## config.mk

```make
export PLATFORM = sky130hd
export DESIGN_NAME = stall_ctrl
export DESIGN_NICKNAME = d
export VERILOG_FILES = /design/src/rtl/stall_ctrl.sv
export SDC_FILE = /design/constraint.sdc
export NUM_CORES = 1
export LEC_CHECK = 0
export BUFFER_PORTS_ARGS = -buffer_cell sky130_fd_sc_hd__buf_4
export CORE_ASPECT_RATIO = 0.7
export CORE_UTILIZATION = 30
export CTS_BUF_LIST = sky130_fd_sc_hd__clkbuf_16
export CTS_CLUSTER_SIZE = 10
export DETAILED_ROUTE_END_ITERATION = 10
export GPL_TIMING_DRIVEN = 0
export PLACE_DENSITY = 0.77
export SYNTH_ARGS = -nofsm -noshare
export SYNTH_HDL_FRONTEND = slang
export SYNTH_SLANG_ARGS = --single-unit
```

## constraint.sdc

```tcl
create_clock -name clk -period 2.3 [get_ports clk]
set_input_delay 0.46 -clock clk [delete_from_list [all_inputs] [get_ports clk]]
set_output_delay 0.46 -clock clk [all_outputs]
set_load 0.01 [all_outputs]
```

## src/rtl/stall_ctrl.sv

```systemverilog
// Pipeline hazard controller: load-use, branch, memory wait and halt arbitration.
// Define STALL_STATS_EN to build the lu/br/stall statistics counters.
module stall_ctrl #(
  parameter int STALL_CYCLES = 1,
  parameter int CNT_W        = 32
) (
  input  logic             clk,
  input  logic             rst,
  input  logic             lu,
  input  logic             br_taken,
  input  logic             mem_wait,
  input  logic             halt_req,
  input  logic             go,
  output logic             pc_en,
  output logic             if_id_en,
  output logic             if_id_flush,
  output logic             id_ex_flush,
  output logic             back_en,
  output logic             halted,
  output logic [CNT_W-1:0] lu_cnt,
  output logic [CNT_W-1:0] br_cnt,
  output logic [CNT_W-1:0] stall_cnt
);

  localparam int CW = $clog2(STALL_CYCLES) + 1;

  typedef enum logic [1:0] {
    RUN,
    LU_STALL,
    HALT
  } state_t;

  state_t        state;
  state_t        state_nx;
  logic [CW-1:0] cnt;
  logic [CW-1:0] cnt_nx;
  logic          lu_ev;
  logic          br_ev;

  always_ff @(posedge clk or posedge rst) begin
    if (rst) begin
      state <= RUN;
      cnt   <= '0;
    end else begin
      state <= state_nx;
      cnt   <= cnt_nx;
    end
  end

  always_comb begin
    state_nx    = state;
    cnt_nx      = cnt;
    pc_en       = 1'b0;
    if_id_en    = 1'b0;
    if_id_flush = 1'b0;
    id_ex_flush = 1'b0;
    back_en     = 1'b0;
    halted      = 1'b0;
    lu_ev       = 1'b0;
    br_ev       = 1'b0;
    if (!rst) begin
      halted = (state == HALT);
      // mem_wait freezes everything, including state and cnt
      if (!mem_wait) begin
        unique case (state)
          RUN: begin
            if (halt_req) begin
              id_ex_flush = 1'b1;
              back_en     = 1'b1;
              state_nx    = HALT;
            end else if (br_taken) begin
              pc_en       = 1'b1;
              if_id_en    = 1'b1;
              if_id_flush = 1'b1;
              id_ex_flush = 1'b1;
              back_en     = 1'b1;
              br_ev       = 1'b1;
            end else if (lu) begin
              id_ex_flush = 1'b1;
              back_en     = 1'b1;
              lu_ev       = 1'b1;
              if (STALL_CYCLES > 1) begin
                state_nx = LU_STALL;
                cnt_nx   = CW'(STALL_CYCLES - 1);
              end
            end else begin
              pc_en    = 1'b1;
              if_id_en = 1'b1;
              back_en  = 1'b1;
            end
          end
          LU_STALL: begin
            if (br_taken) begin
              pc_en       = 1'b1;
              if_id_en    = 1'b1;
              if_id_flush = 1'b1;
              id_ex_flush = 1'b1;
              back_en     = 1'b1;
              br_ev       = 1'b1;
              state_nx    = RUN;
              cnt_nx      = '0;
            end else begin
              id_ex_flush = 1'b1;
              back_en     = 1'b1;
              cnt_nx      = cnt - CW'(1);
              if (cnt == CW'(1)) begin
                state_nx = RUN;
                cnt_nx   = '0;
              end
            end
          end
          HALT: begin
            id_ex_flush = 1'b1;
            back_en     = 1'b1;
            if (go) state_nx = RUN;
          end
          default: begin
            state_nx = RUN;
            cnt_nx   = '0;
          end
        endcase
      end
    end
  end

`ifdef STALL_STATS_EN
  localparam logic [CNT_W-1:0] CMAX = '1;

  always_ff @(posedge clk or posedge rst) begin
    if (rst) begin
      lu_cnt    <= '0;
      br_cnt    <= '0;
      stall_cnt <= '0;
    end else begin
      if (lu_ev && lu_cnt != CMAX)
        lu_cnt <= lu_cnt + 1'b1;
      if (br_ev && br_cnt != CMAX)
        br_cnt <= br_cnt + 1'b1;
      if (!pc_en && stall_cnt != CMAX)
        stall_cnt <= stall_cnt + 1'b1;
    end
  end
`else
  logic stats_unused;
  assign stats_unused = lu_ev ^ br_ev;
  assign lu_cnt    = '0;
  assign br_cnt    = '0;
  assign stall_cnt = '0;
`endif

endmodule

```

==> results.yml, run 1 <==
clocking:
  cts_resized: 0
  post_cts_buffers: 0
  clkLatencyLatePin_ns: 0
  ctsHoldBuffers: 0
  clk_transition_reported_paths_ns: 0
finish:
  final_cells: 252
  reg_top3: "state: 1 flops"
  final_nets: 227
  regArea_um2: 25.0
  utilization: 0.521
  fillers: 274
  regMostFlops: "state"
  final_cell_mix: "109 x buf_4, 96 x conb_1, 3 x nor2_1"
  largest_reg_flops: 1
  diodes: 0
  syn_to_final_growth_pct: 58.9
  layout-drive-gt1-share: 0.505
  multi_input_area_um2: 430
  final_common_cell: "buf_4"
placed_design:
  place_inst: 252
  dp_hpwl_mm: 1.30
  place_ws_ns: 0.610
  io_buffers: 12
  place_congestion: 0.659
route:
  drcViolationCount: 0
  drt_first_pass_iters: 4
  finalWirelength_mm: 1.27
  avgRoutedWirePerCell_um: 5.04
  ant_nets: 0
  drt_iter0_drc: 6
  post_drt_via_cell_ratio: 2.46
  num_vias: 620
pwr:
  ir_drop_v: 0.0000707
  leakage_nw: 0.954
  power_density_mw_per_mm2: 200
synth:
  synth_top_cell_area_share: 0.877
  ys_seq_elements: 1
  synth_area_um2: 831
  yosysWarnings: 0
  synthCells: 111
  yosys.area.top_type: "buf_4"
  synth_area_leaders: "buf_4 88%, dfrtp_1 3.0%, and3_1 1.5%"
  syn_area_per_cell_um2: 7.48
  synth_cell_types: 12
  yosysSeqAreaShare: 0.0301
timing:
  final.setup.worst_slack_ns: 0.619
  setup_violations: 0
  fin_tns_setup_ns: 0
  hold_violations: 0
  fmax_mhz: 595
  final_max_slew_viol_count: 0
  grt_setup_unrepaired: "false"
  period_share: 0.731
  fin_crit_ns: 1.68
  fin_worst_skew_ns: 0
global_route:
  grt_max_degree: 6
  track_usage: 0.0617
  grt_pass1_vias: 379
  grt_antenna_before_repair: 0
  gr-total-overflow: 0
  grt_pass1_wl_mm: 1.53
die:
  dieArea_mm2: 0.00299
  initial_core_util: 0.328
  die_w_um: 64.9
  core_mm2: 0.00253
  die_y_um: 46.0
  row_count: 15
  io_pins: 109
worst_hold_path:
  hold_class: "in2async"
outcome:
  status: "complete, no violations"
worst_setup_path:
  worst-path-max-fanout: 5
  end_kind: "output pin"
  required_ns: 1.84
  path_class: "in2out"
  cp.arrival_ns: 1.22
  startpoint_type: "input port"
job:
  maxCapViolCount: 0
[metal layers]
| layer | track usage | part of all wire | vias to the layer above |
|---|---|---|---|
| met5 | 0 | 0 | - |
| met4 | 0 | 0 | 0 |
| met3 | 0.00750 | 0.16 | 0 |
| met2 | 0.129 | 0.54 | 45 |
| met1 | 0.0714 | 0.30 | 217 |
| li1 | - | - | 358 |
[worst max-delay path, cell delays in order]
cell	delay, ns
buf_4	0.12
nor2_1	0.22
and3_1	0.22
buf_4	0.10
buf_4	0.10
[path summary, 6_finish.rpt]
path	slack [ns]	end	start	cells past startpoint
max	0.62	pc_en	rst	5
min	0.33	state[1]	rst	2
max reg2reg	1.58	state[1]	state[1]	1
min reg2reg	0.55	state[1]	state[1]	1
max in group asynchronous	1.88	state[1]	rst	2
min in group clk	0.55	state[1]	state[1]	1
[kinds of logic after synthesis]
logic type / share of synthesized area
AO/OA/AOI/OAI: 0.0196
buffers and inverters: 0.881
flip-flops: 0.0301
other: 0.00451
AND/OR/NAND/NOR: 0.0648
[metrics by stage]
step | total power [mW] | cell area (µm²) | hold WS [ns]
floorplan | 0.233 | 1190 | 0.189
global placement | 0.254 | 1320 | 0.324
detailed placement | 0.255 | 1320 | 0.328
CTS | 0.255 | 1320 | 0.328
global route | 0.285 | 1320 | 0.338
finish | 0.264 | 1320 | 0.326
[synthesized netlist by cell type]
| cell type | instances |
|---|---|
| or3b_1 | 1 |
| nor2_1 | 3 |
| a21boi_0 | 1 |
| nor2b_1 | 1 |
| conb_1 | 1 |
| and3_1 | 2 |
| nand2b_1 | 1 |
| dfrtp_1 | 1 |
| and2b_2 | 1 |
| inv_1 | 1 |
| buf_4 | 97 |
| a22o_1 | 1 |
[report_power, final]
group | internal [mW] | switching (mW) | total (mW) | leakage (nW)
Clock | 0 | 0 | 0 | 0
Combinational | 0.129 | 0.109 | 0.238 | 0.942
Sequential | 0.0222 | 0.00387 | 0.0261 | 0.0122
Total | 0.151 | 0.113 | 0.264 | 0.954
[area by class of cell]
cell class / instances / area share
multi-input combinational: 107 / 0.326
sequential: 1 / 0.0190
timing repair buffer: 12 / 0.0682
inverter: 1 / 0.00284
tap: 34 / 0.0322
buffer: 97 / 0.552
Power figures use the tool's default switching activity.
==> inputs of run 2 (changes only) <==
--- a/config.mk
+++ b/config.mk
@@ -7,12 +7,12 @@
 export LEC_CHECK = 0
 export BUFFER_PORTS_ARGS = -buffer_cell sky130_fd_sc_hd__buf_4
 export CORE_ASPECT_RATIO = 0.7
-export CORE_UTILIZATION = 30
+export CORE_UTILIZATION = 29
 export CTS_BUF_LIST = sky130_fd_sc_hd__clkbuf_16
 export CTS_CLUSTER_SIZE = 10
 export DETAILED_ROUTE_END_ITERATION = 10
 export GPL_TIMING_DRIVEN = 0
-export PLACE_DENSITY = 0.77
+export PLACE_DENSITY = 0.78
 export SYNTH_ARGS = -nofsm -noshare
 export SYNTH_HDL_FRONTEND = slang
 export SYNTH_SLANG_ARGS = --single-unit
==> constraint.sdc (replaced) <==
create_clock -name clk -period 1.45 [get_ports clk]
set_input_delay 0.29 -clock clk [delete_from_list [all_inputs] [get_ports clk]]
set_output_delay 0.29 -clock clk [all_outputs]
set_load 0.01 [all_outputs]
==> results.yml, run 2 (synthesis gave the netlist of run 1 again) <==
outcome:
  status: "complete, no violations"
timing:
  final_max_slew_viol_count: 0
  hold_violations: 0
  fmax_mhz: 779
  fin_crit_ns: 1.28
  whs_ns: 0.157
  setup_violations: 0
  fin_tns_setup_ns: 0
  fin_worst_skew_ns: 0
  period_share: 0.886
  grt_setup_unrepaired: "false"
worst_setup_path:
  required_ns: 1.16
  end_kind: "output pin"
  path_cells: "buf_4 -> nor2_2 -> and3_1 -> buf_4 -> buf_4"
  cp.arrival_ns: 0.99
  crit_slowest_cell: "and3_1"
  worst-path-max-fanout: 5
  path_class: "in2out"
  cp_common_cell: "buf_4"
  startpoint_type: "input port"
  max_stage_delay_ns: 0.20
  critical-path-top-delay-family: "simple AND/OR/NAND/NOR gates"
  path_buf_inv: 3
die:
  die_w_um: 66.0
  die_y_um: 46.8
  dieArea_mm2: 0.00309
  core_mm2: 0.00259
  row_count: 15
  initial_core_util: 0.321
  io_pins: 109
finish:
  final_cells: 252
  largest_reg_flops: 1
  regArea_um2: 25.0
  layout-drive-gt1-share: 0.509
  final_common_cell: "buf_4"
  final_cell_mix: "109 x buf_4, 96 x conb_1, 2 x nor2_1, 2 x and3_1"
  regMostFlops: "state"
  diodes: 0
  multi_input_area_um2: 433
  final_nets: 227
  fillers: 273
  reg_top3: "state: 1 flops"
  syn_to_final_growth_pct: 59.2
route:
  highest_layer: "met3"
  num_vias: 649
  post_drt_via_cell_ratio: 2.58
  met3_length_um: 197
  drt_first_pass_iters: 2
  finalWirelength_mm: 1.35
  ant_nets: 0
  wl_met2_um: 780
  wl_met1_um: 368
  avgRoutedWirePerCell_um: 5.34
  drt_iter0_drc: 2
  drcViolationCount: 0
clocking:
  post_cts_buffers: 0
  clkLatencyLatePin_ns: 0
  clk_transition_reported_paths_ns: 0
global_route:
  grt_max_degree: 6
  track_usage: 0.0639
  grt_pass1_vias: 416
  grt_antenna_before_repair: 0
  grt_pass1_wl_mm: 1.64
  gr-total-overflow: 0
placed_design:
  dp_hpwl_mm: 1.36
  place_congestion: 0.637
  place_inst: 252
  io_buffers: 12
worst_hold_path:
  hold_class: "in2async"
pwr:
  power_density_mw_per_mm2: 318
  ir_drop_v: 0.000129
  leakage_nw: 0.954
job:
  maxCapViolCount: 0
## run 2: per-stage QoR
stage / setup slack [ns] / power, mW / instance area (µm²) / utilization
after CTS: 0.0647 / 0.405 / 1320 / 0.510
after floorplan: 0.191 / 0.370 / 1190 / -
after detailed placement: 0.0700 / 0.404 / 1320 / 0.510
final: 0.166 / 0.420 / 1320 / 0.511
after global placement: 0.101 / 0.403 / 1320 / 0.510
after global routing: 0.0908 / 0.460 / 1320 / 0.511
## run 2: final cells by class
cell class | instances | share of cell area
buffer | 97 | 0.551
multi-input combinational | 107 | 0.327
timing repair buffer | 12 | 0.0681
tap | 34 | 0.0322
sequential | 1 | 0.0189
inverter | 1 | 0.00284
## run 2: timing repair
action | in CTS | in global routing
setup endpoints to repair | 0 | 1
hold buffers | 0 | 0
resized for setup | 0 | 1
## run 2: routing by layer
layer,track usage,vias up
met3,0.00485,0
li1,-,359
met1,0.0649,244
met4,0,0
met2,0.151,46
met5,0,-
## run 2: final timing paths
kind,from,to,slack [ns],depth (start not counted)
max in group asynchronous,rst,state[1],1.20,2
worst min-delay path,rst,state[1],0.16,2
worst min register to register,state[1],state[1],0.54,1
worst max-delay path,rst,pc_en,0.17,5
worst max register to register,state[1],state[1],0.74,1
min in group clk,state[1],state[1],0.54,1
## run 2: power breakdown
part | leakage, nW | internal (mW) | total [mW] | switching [mW]
logic | 0.942 | 0.205 | 0.379 | 0.174
registers | 0.0122 | 0.0353 | 0.0410 | 0.00574
clock network | 0 | 0 | 0 | 0
